[src/rtl/lfsr_step_ctrl_pkg.sv]
// Shared types and constants for the LFSR sequencing controller.
package lfsr_pkg;

  localparam int unsigned LFSR_W     = 8;
  localparam int unsigned STEP_CNT_W = 16;

  // Seed used in place of the all-zero LFSR lockup value
  localparam logic [LFSR_W-1:0] ZERO_SEED_SUB = 8'h01;

  typedef enum logic [1:0] {
    IDLE  = 2'd0,
    READY = 2'd1,
    AUTO  = 2'd2
  } state_e;

endpackage

[src/rtl/lfsr_step_ctrl_if.sv]
// Command bus from the sequencing controller to the LFSR register.
interface lfsr_step_ctrl_if;
  import lfsr_pkg::*;

  logic              lfsr_load;
  logic [LFSR_W-1:0] lfsr_seed;
  logic              lfsr_step;

  modport master (output lfsr_load, output lfsr_seed, output lfsr_step);
  modport slave  (input  lfsr_load, input  lfsr_seed, input  lfsr_step);

endinterface

[src/rtl/lfsr_step_ctrl_btn_debounce.sv]
// Two-flop synchronizer plus stability-count debouncer with a registered rise pulse.
module btn_debounce #(
  parameter int unsigned DB_CYCLES = 20000
) (
  input  logic clk,
  input  logic rst,
  input  logic din,
  output logic level,
  output logic rise
);

  localparam int unsigned CNT_W = (DB_CYCLES > 1) ? $clog2(DB_CYCLES) : 1;
  localparam logic [CNT_W-1:0] CNT_LAST = CNT_W'(DB_CYCLES - 1);

  logic             sync1_q, sync2_q;
  logic [CNT_W-1:0] cnt_q, cnt_d;
  logic             level_q, level_d;
  logic             rise_q, rise_d;

  // Level flips on the DB_CYCLES-th consecutive disagreeing sample
  always_comb begin
    cnt_d   = '0;
    level_d = level_q;
    rise_d  = 1'b0;
    if (sync2_q != level_q) begin
      if (cnt_q == CNT_LAST) begin
        level_d = sync2_q;
        rise_d  = sync2_q;
      end else begin
        cnt_d = cnt_q + 1'b1;
      end
    end
  end

  always_ff @(posedge clk) begin
    if (rst) begin
      sync1_q <= 1'b0;
      sync2_q <= 1'b0;
      cnt_q   <= '0;
      level_q <= 1'b0;
      rise_q  <= 1'b0;
    end else begin
      sync1_q <= din;
      sync2_q <= sync1_q;
      cnt_q   <= cnt_d;
      level_q <= level_d;
      rise_q  <= rise_d;
    end
  end

  assign level = level_q;
  assign rise  = rise_q;

endmodule

[src/rtl/lfsr_step_ctrl.sv]
// Seed-load / step sequencing FSM with auto-run divider and step counter.
module lfsr_step_ctrl
  import lfsr_pkg::*;
#(
  parameter int unsigned DB_CYCLES = 20000,
  parameter int unsigned DIV_W     = 24
) (
  input  logic                  clk,
  input  logic                  rst,
  input  logic                  btn_step,
  input  logic                  btn_load,
  input  logic                  auto_en,
  input  logic [LFSR_W-1:0]     seed,
  input  logic [DIV_W-1:0]      period,
  lfsr_step_ctrl_if.master      cmd,
  output logic [1:0]            state,
  output logic [STEP_CNT_W-1:0] step_cnt,
  output logic                  seed_err
);

  logic step_ev, load_ev, auto_lvl;
  logic step_lvl_unused, load_lvl_unused, auto_rise_unused;

  btn_debounce #(.DB_CYCLES(DB_CYCLES)) u_db_step (
    .clk(clk), .rst(rst), .din(btn_step), .level(step_lvl_unused), .rise(step_ev)
  );
  btn_debounce #(.DB_CYCLES(DB_CYCLES)) u_db_load (
    .clk(clk), .rst(rst), .din(btn_load), .level(load_lvl_unused), .rise(load_ev)
  );
  btn_debounce #(.DB_CYCLES(DB_CYCLES)) u_db_auto (
    .clk(clk), .rst(rst), .din(auto_en), .level(auto_lvl), .rise(auto_rise_unused)
  );

  state_e                  state_q, state_d;
  logic                    load_q, load_d;
  logic                    step_q, step_d;
  logic [LFSR_W-1:0]       seed_q, seed_d;
  logic                    err_q, err_d;
  logic [STEP_CNT_W-1:0]   cnt_q, cnt_d;
  logic [DIV_W-1:0]        div_q, div_d;
  logic [DIV_W-1:0]        per_m1;
  logic                    term;

  // >= rather than == so a period shrinking below the divider wraps at once
  assign per_m1 = (period == '0) ? '0 : period - 1'b1;
  assign term   = (div_q >= per_m1);

  always_comb begin
    state_d = state_q;
    load_d  = 1'b0;
    step_d  = 1'b0;
    seed_d  = seed_q;
    err_d   = err_q;
    cnt_d   = cnt_q;
    div_d   = div_q;
    if (load_ev) begin
      load_d  = 1'b1;
      cnt_d   = '0;
      div_d   = '0;
      state_d = auto_lvl ? AUTO : READY;
      if (seed == '0) begin
        seed_d = ZERO_SEED_SUB;
        err_d  = 1'b1;
      end else begin
        seed_d = seed;
        err_d  = 1'b0;
      end
    end else begin
      case (state_q)
        IDLE: ;
        READY: begin
          if (step_ev) begin
            step_d = 1'b1;
            cnt_d  = cnt_q + 1'b1;
          end
          if (auto_lvl) begin
            state_d = AUTO;
            div_d   = '0;
          end
        end
        AUTO: begin
          if (!auto_lvl) begin
            state_d = READY;
            div_d   = '0;
          end else if (term) begin
            step_d = 1'b1;
            cnt_d  = cnt_q + 1'b1;
            div_d  = '0;
          end else begin
            div_d = div_q + 1'b1;
          end
        end
        default: state_d = IDLE;
      endcase
    end
  end

  always_ff @(posedge clk) begin
    if (rst) begin
      state_q <= IDLE;
      load_q  <= 1'b0;
      step_q  <= 1'b0;
      seed_q  <= '0;
      err_q   <= 1'b0;
      cnt_q   <= '0;
      div_q   <= '0;
    end else begin
      state_q <= state_d;
      load_q  <= load_d;
      step_q  <= step_d;
      seed_q  <= seed_d;
      err_q   <= err_d;
      cnt_q   <= cnt_d;
      div_q   <= div_d;
    end
  end

  assign cmd.lfsr_load = load_q;
  assign cmd.lfsr_step = step_q;
  assign cmd.lfsr_seed = seed_q;
  assign state         = state_q;
  assign step_cnt      = cnt_q;
  assign seed_err      = err_q;

endmodule
[src/flat_wrapper.sv]
// flat-port wrapper written by rule: the top's interface ports become plain ports
module lfsr_step_ctrl_flat import lfsr_pkg::*;
#(
  parameter int unsigned DB_CYCLES = 20000,
  parameter int unsigned DIV_W     = 24
)
  (clk, rst, btn_step, btn_load, auto_en, seed, period, state, step_cnt, seed_err, cmd_lfsr_load, cmd_lfsr_seed, cmd_lfsr_step);
  lfsr_step_ctrl_if cmd_i ();
  input  logic clk;
  input  logic rst;
  input  logic btn_step;
  input  logic btn_load;
  input  logic auto_en;
  input  logic [LFSR_W-1:0] seed;
  input  logic [DIV_W-1:0] period;
  output logic [1:0] state;
  output logic [STEP_CNT_W-1:0] step_cnt;
  output logic seed_err;
  output wire logic [$bits(cmd_i.lfsr_load)-1:0] cmd_lfsr_load;
  output wire logic [$bits(cmd_i.lfsr_seed)-1:0] cmd_lfsr_seed;
  output wire logic [$bits(cmd_i.lfsr_step)-1:0] cmd_lfsr_step;
  assign cmd_lfsr_load = cmd_i.lfsr_load;
  assign cmd_lfsr_seed = cmd_i.lfsr_seed;
  assign cmd_lfsr_step = cmd_i.lfsr_step;
  lfsr_step_ctrl #(.DB_CYCLES(DB_CYCLES), .DIV_W(DIV_W)) u_core (.clk(clk), .rst(rst), .btn_step(btn_step), .btn_load(btn_load), .auto_en(auto_en), .seed(seed), .period(period), .cmd(cmd_i), .state(state), .step_cnt(step_cnt), .seed_err(seed_err));
endmodule
[config.mk]
export PLATFORM = sky130hd
export DESIGN_NAME = lfsr_step_ctrl_flat
export DESIGN_NICKNAME = d
export VERILOG_FILES = /design/src/rtl/lfsr_step_ctrl_pkg.sv /design/src/rtl/lfsr_step_ctrl_if.sv /design/src/rtl/lfsr_step_ctrl_btn_debounce.sv /design/src/rtl/lfsr_step_ctrl.sv /design/src/flat_wrapper.sv
export SDC_FILE = /design/constraint.sdc
export NUM_CORES = 1
export LEC_CHECK = 0
export CORE_MARGIN = 3
export CORE_UTILIZATION = 52
export DETAILED_ROUTE_END_ITERATION = 8
export HOLD_SLACK_MARGIN = 0.02
export PLACE_DENSITY = 0.84
export SLEW_MARGIN = 10
export SYNTH_ARGS = -nofsm -noshare
export SYNTH_HDL_FRONTEND = slang
export SYNTH_SLANG_ARGS = --single-unit
[constraint.sdc]
create_clock -name clk -period 5.9 [get_ports clk]
set_input_delay 0.59 -clock clk [delete_from_list [all_inputs] [get_ports clk]]
set_output_delay 0.59 -clock clk [all_outputs]
set_load 0.005 [all_outputs]
==> metrics.csv <==
stage,metric,value,unit
outcome,status,completed,
synth,synth_cell_type_count,54,
critical_path,critPathArrivalTime,5.25,ns
synth,netlist_area,0.005837,mm^2
clock_tree,htreeDepth,3,
critical_path,path_cells,"clkdlybuf4s50_1, or4_4, or3_4, nor2_4, nand2_2, or3_1, xnor2_1, nand2_1, ha_1, and3_1, nand4_1, a211oi_1, a211o_1, nand2_1, or4_1, a21oi_1",
cells_and_area,layout.nets,832,
global_route,antenna_found_initial,0,
detailed_routing,vias_per_cell,5.675,
sta,timing.setup.tns,0,ns
floorplan,start_util,0.5361,
detailed_routing,drc,0,
global_route,grt_pass1_wl,22110,um
sta,slew_headroom,0.2597,
critical_path,cp_common_cell,nand2_1,
placement,dp_slack,0.6223,ns
detailed_routing,wirelength,12950,um
critical_path,crit_buf_inv,1,
clock_tree,cts_resized,0,
critical_path,crit_type,primary input to flip-flop,
critical_path,r2r_slack,2.91,ns
cells_and_area,stdcell_count,906,
critical_path,crit_fanout,18,
sta,hold_viol_final,0,
clock_tree,cts_buffers,9,
global_route,grt_usage,0.2075,
critical_path,slowest_delay,0.61,ns
synth,yosysTopAreaCell,dfxtp_1,
detailed_routing,route.vias.total,5142,
synth,syn_avg_cell_area,8.338,um^2
critical_path,crit_family,simple AND/OR/NAND/NOR gates,
placement,place_area,0.006591,mm^2
critical_path,r2r-start,u_core.div_q[14],
synth,synth_top_area_share,0.3738,
min_path,hold_path_class,flip-flop to flip-flop,
synth,synth_nets,771,
cells_and_area,area_growth_syn_to_layout,16.25,%
cells_and_area,post-route-util,0.6232,
synth,syn_inst,700,
floorplan,dieArea,0.01253,mm^2
sta,rsz0062_at_grt,false,
global_route,grt_max_degree,27,
sta,fmaxAchievable,0.2024,GHz
cells_and_area,diodes,0,
cells_and_area,fillers,872,
synth,seq_area_frac_synth,0.3738,
clock_tree,clk_latency,0.38,ns
critical_path,r2r_end,u_core.div_q[18],
detailed_routing,first_pass_iters,5,
critical_path,endpoint_kind,flip-flop,
floorplan,ios,66,
sta,finalCritPeriodShare,0.8373,
power_and_ir_drop,irDropWorstVdd,0.0001506,V
critical_path,required,6.21,ns
synth,synth_area_leaders,"dfxtp_1 (37%), ha_1 (7.3%), xor2_1 (6.9%), nor2_1 (6.1%), nand2_1 (4.8%)",
floorplan,die_y,111.9,um
cells_and_area,drive_gt1_frac,0.04308,
placement,gp_congestion,0.9117,
synth,synth-edff-count,0,
synth,async_flop_share,0,
sta,clock_skew,0.01037,ns
floorplan,coreArea,0.01089,mm^2
floorplan,rows,38,
synth,ys.flop_type,dfxtp_1,
sta,tightestPinTransition,1.080,ns
placement,dp_cells,890,
detailed_routing,antenna_left,0,
sta,slew_viol_final,0,
cells_and_area,area.sequential,0.002182,mm^2
clock_tree,cts_tree,yes,
placement,numPortBuffers,65,
clock_tree,hold_buffers,0,
sta,min_period,4.940,ns
power_and_ir_drop,cellLeakagePower,2.461,nW
clock_tree,clock_path_buffers,2,
sta,layout_setup_ws,0.9598,ns
clock_tree,cts_num_sinks,109,
power_and_ir_drop,p_per_area,186.3,mW/mm^2
run,drv.max_cap_violation_count,0,
clock_tree,cts_setup_buffers,0,
detailed_routing,detail_route.wl_per_cell,14.29,um
min_path,hp-start,u_core.u_db_load.sync1_q,
synth,ys_ff_latch,109,
power_and_ir_drop,total_power,1.264,mW
detailed_routing,drt_iter0_drc,283,
sta,setup_viol,0,
sta,hold-worst-slack,0.4469,ns
synth,ys.warnings.count,0,
cells_and_area,multi_input_area,0.003493,mm^2
min_path,holdPathStages,1,
clock_tree,clkSlewWorstSetupHoldPaths,0.11,ns
global_route,grt_pass1_vias,5101,
cells_and_area,design_area,0.006785,mm^2
critical_path,reg2reg_depth,8,
critical_path,cp_slowest_cell,or4_1,
clock_tree,cts_root_buffer,clkbuf_8,
critical_path,start_kind,primary input,
global_route,grt_overflow,0,
placement,hpwlAfterDp,9931,um
min_path,min_to,u_core.u_db_load.sync2_q,
floorplan,die_x,111.9,um
## placed cells by master (no fill, tap or decap), types with 5 or more instances in the layout
master / instances
dfxtp_1: 109
nor2_1: 95
nand2_1: 75
clkdlybuf4s50_1: 65
xor2_1: 46
nand3_1: 44
a21oi_1: 35
ha_1: 34
xnor2_1: 28
nor3_1: 20
nand4_1: 20
inv_1: 18
and3_1: 17
mux2i_1: 17
o21ai_0: 16
nor4_1: 11
nand2b_1: 10
clkbuf_8: 9
or3_1: 8
and2_1: 8
nor2b_1: 7
a31oi_1: 6
or4_1: 6
nand3b_1: 5
## cells in the mapped netlist, types with 4 or more instances
library cell  instances
dfxtp_1             109
nor2_1               95
nand2_1              75
xor2_1               46
nand3_1              44
a21oi_1              35
ha_1                 34
xnor2_1              28
nand4_1              20
nor3_1               20
inv_1                18
and3_1               17
mux2i_1              17
o21ai_0              16
nor4_1               11
clkbuf_1             10
nand2b_1             10
and2_1                8
or3_1                 8
nor2b_1               7
a31oi_1               6
or4_1                 6
nand3b_1              5
a21o_1                4
and4_1                4
nor4b_1               4
o31ai_1               4
## area by class of cell
cell class,count,area share
tap,140,0.02582
clock inverter,7,0.01033
clock buffer,9,0.01826
inverter,18,0.009958
multi-input combinational,555,0.5148
sequential,109,0.3216
timing repair buffer,68,0.09921
## cell families (layout without fill, tap and decap cells)
| family | Yosys count | in the layout | synth area share |
|---|---|---|---|
| fa+ha+maj | 34 | 34 | 0.07288 |
| buf+inv | 36 | 102 | 0.02765 |
| flops | 109 | 109 | 0.3738 |
| simple gates | 348 | 348 | 0.3003 |
| compound gates | 82 | 82 | 0.08510 |
| xor+xnor | 74 | 74 | 0.1110 |
| mux | 17 | 17 | 0.02915 |
## flip-flops by register name, indices dropped and copies added, names as in the netlist, 2 cells and up
name / flops
u_core.step_cnt: 16
u_core.u_db_load.cnt_q: 15
u_core.u_db_auto.cnt_q: 15
u_core.cmd.lfsr_seed: 8
u_core.div_q: 24
u_core.state: 2
u_core.u_db_step.cnt_q: 15
## worst reg2reg max path: stages (launching register included)
cell and delay (ns):
dfxtp_1 0.47, ha_1 0.27, and2_1 0.18, a221oi_2 0.26, o221ai_2 0.18, or3_4 0.42
nor3_4 0.71, o21ai_1 0.21, a31oi_1 0.22
## worst max path at each step
stage                     startpoint                  end  slack [ns]  cells after the start
after detailed placement   period[9]  u_core.step_cnt[15]        0.62                     16
after global routing      period[15]  u_core.step_cnt[15]        0.64                     15
after global placement     period[9]  u_core.step_cnt[15]        0.87                     16
final                      period[9]  u_core.step_cnt[10]        0.96                     16
after floorplan            period[9]     u_core.div_q[18]        1.82                     16
after CTS                  period[9]  u_core.step_cnt[10]        1.01                     16
## where the power goes
group	leakage [nW]	internal (mW)	total, mW	switching [mW]
combinational	1.49	0.0427	0.0852	0.0424
clock	0.0887	0.164	0.436	0.271
sequential	0.879	0.739	0.743	0.00393
## per-layer routing
layer | track usage | vias up | wire [um]
met5 | 0 | - | 0
met4 | 0.07131 | 0 | 231
met3 | 0.03804 | 21 | 618
met2 | 0.3833 | 148 | 6660
met1 | 0.2397 | 2402 | 5438
li1 | - | 2571 | -
Power figures use the tool's default switching activity.
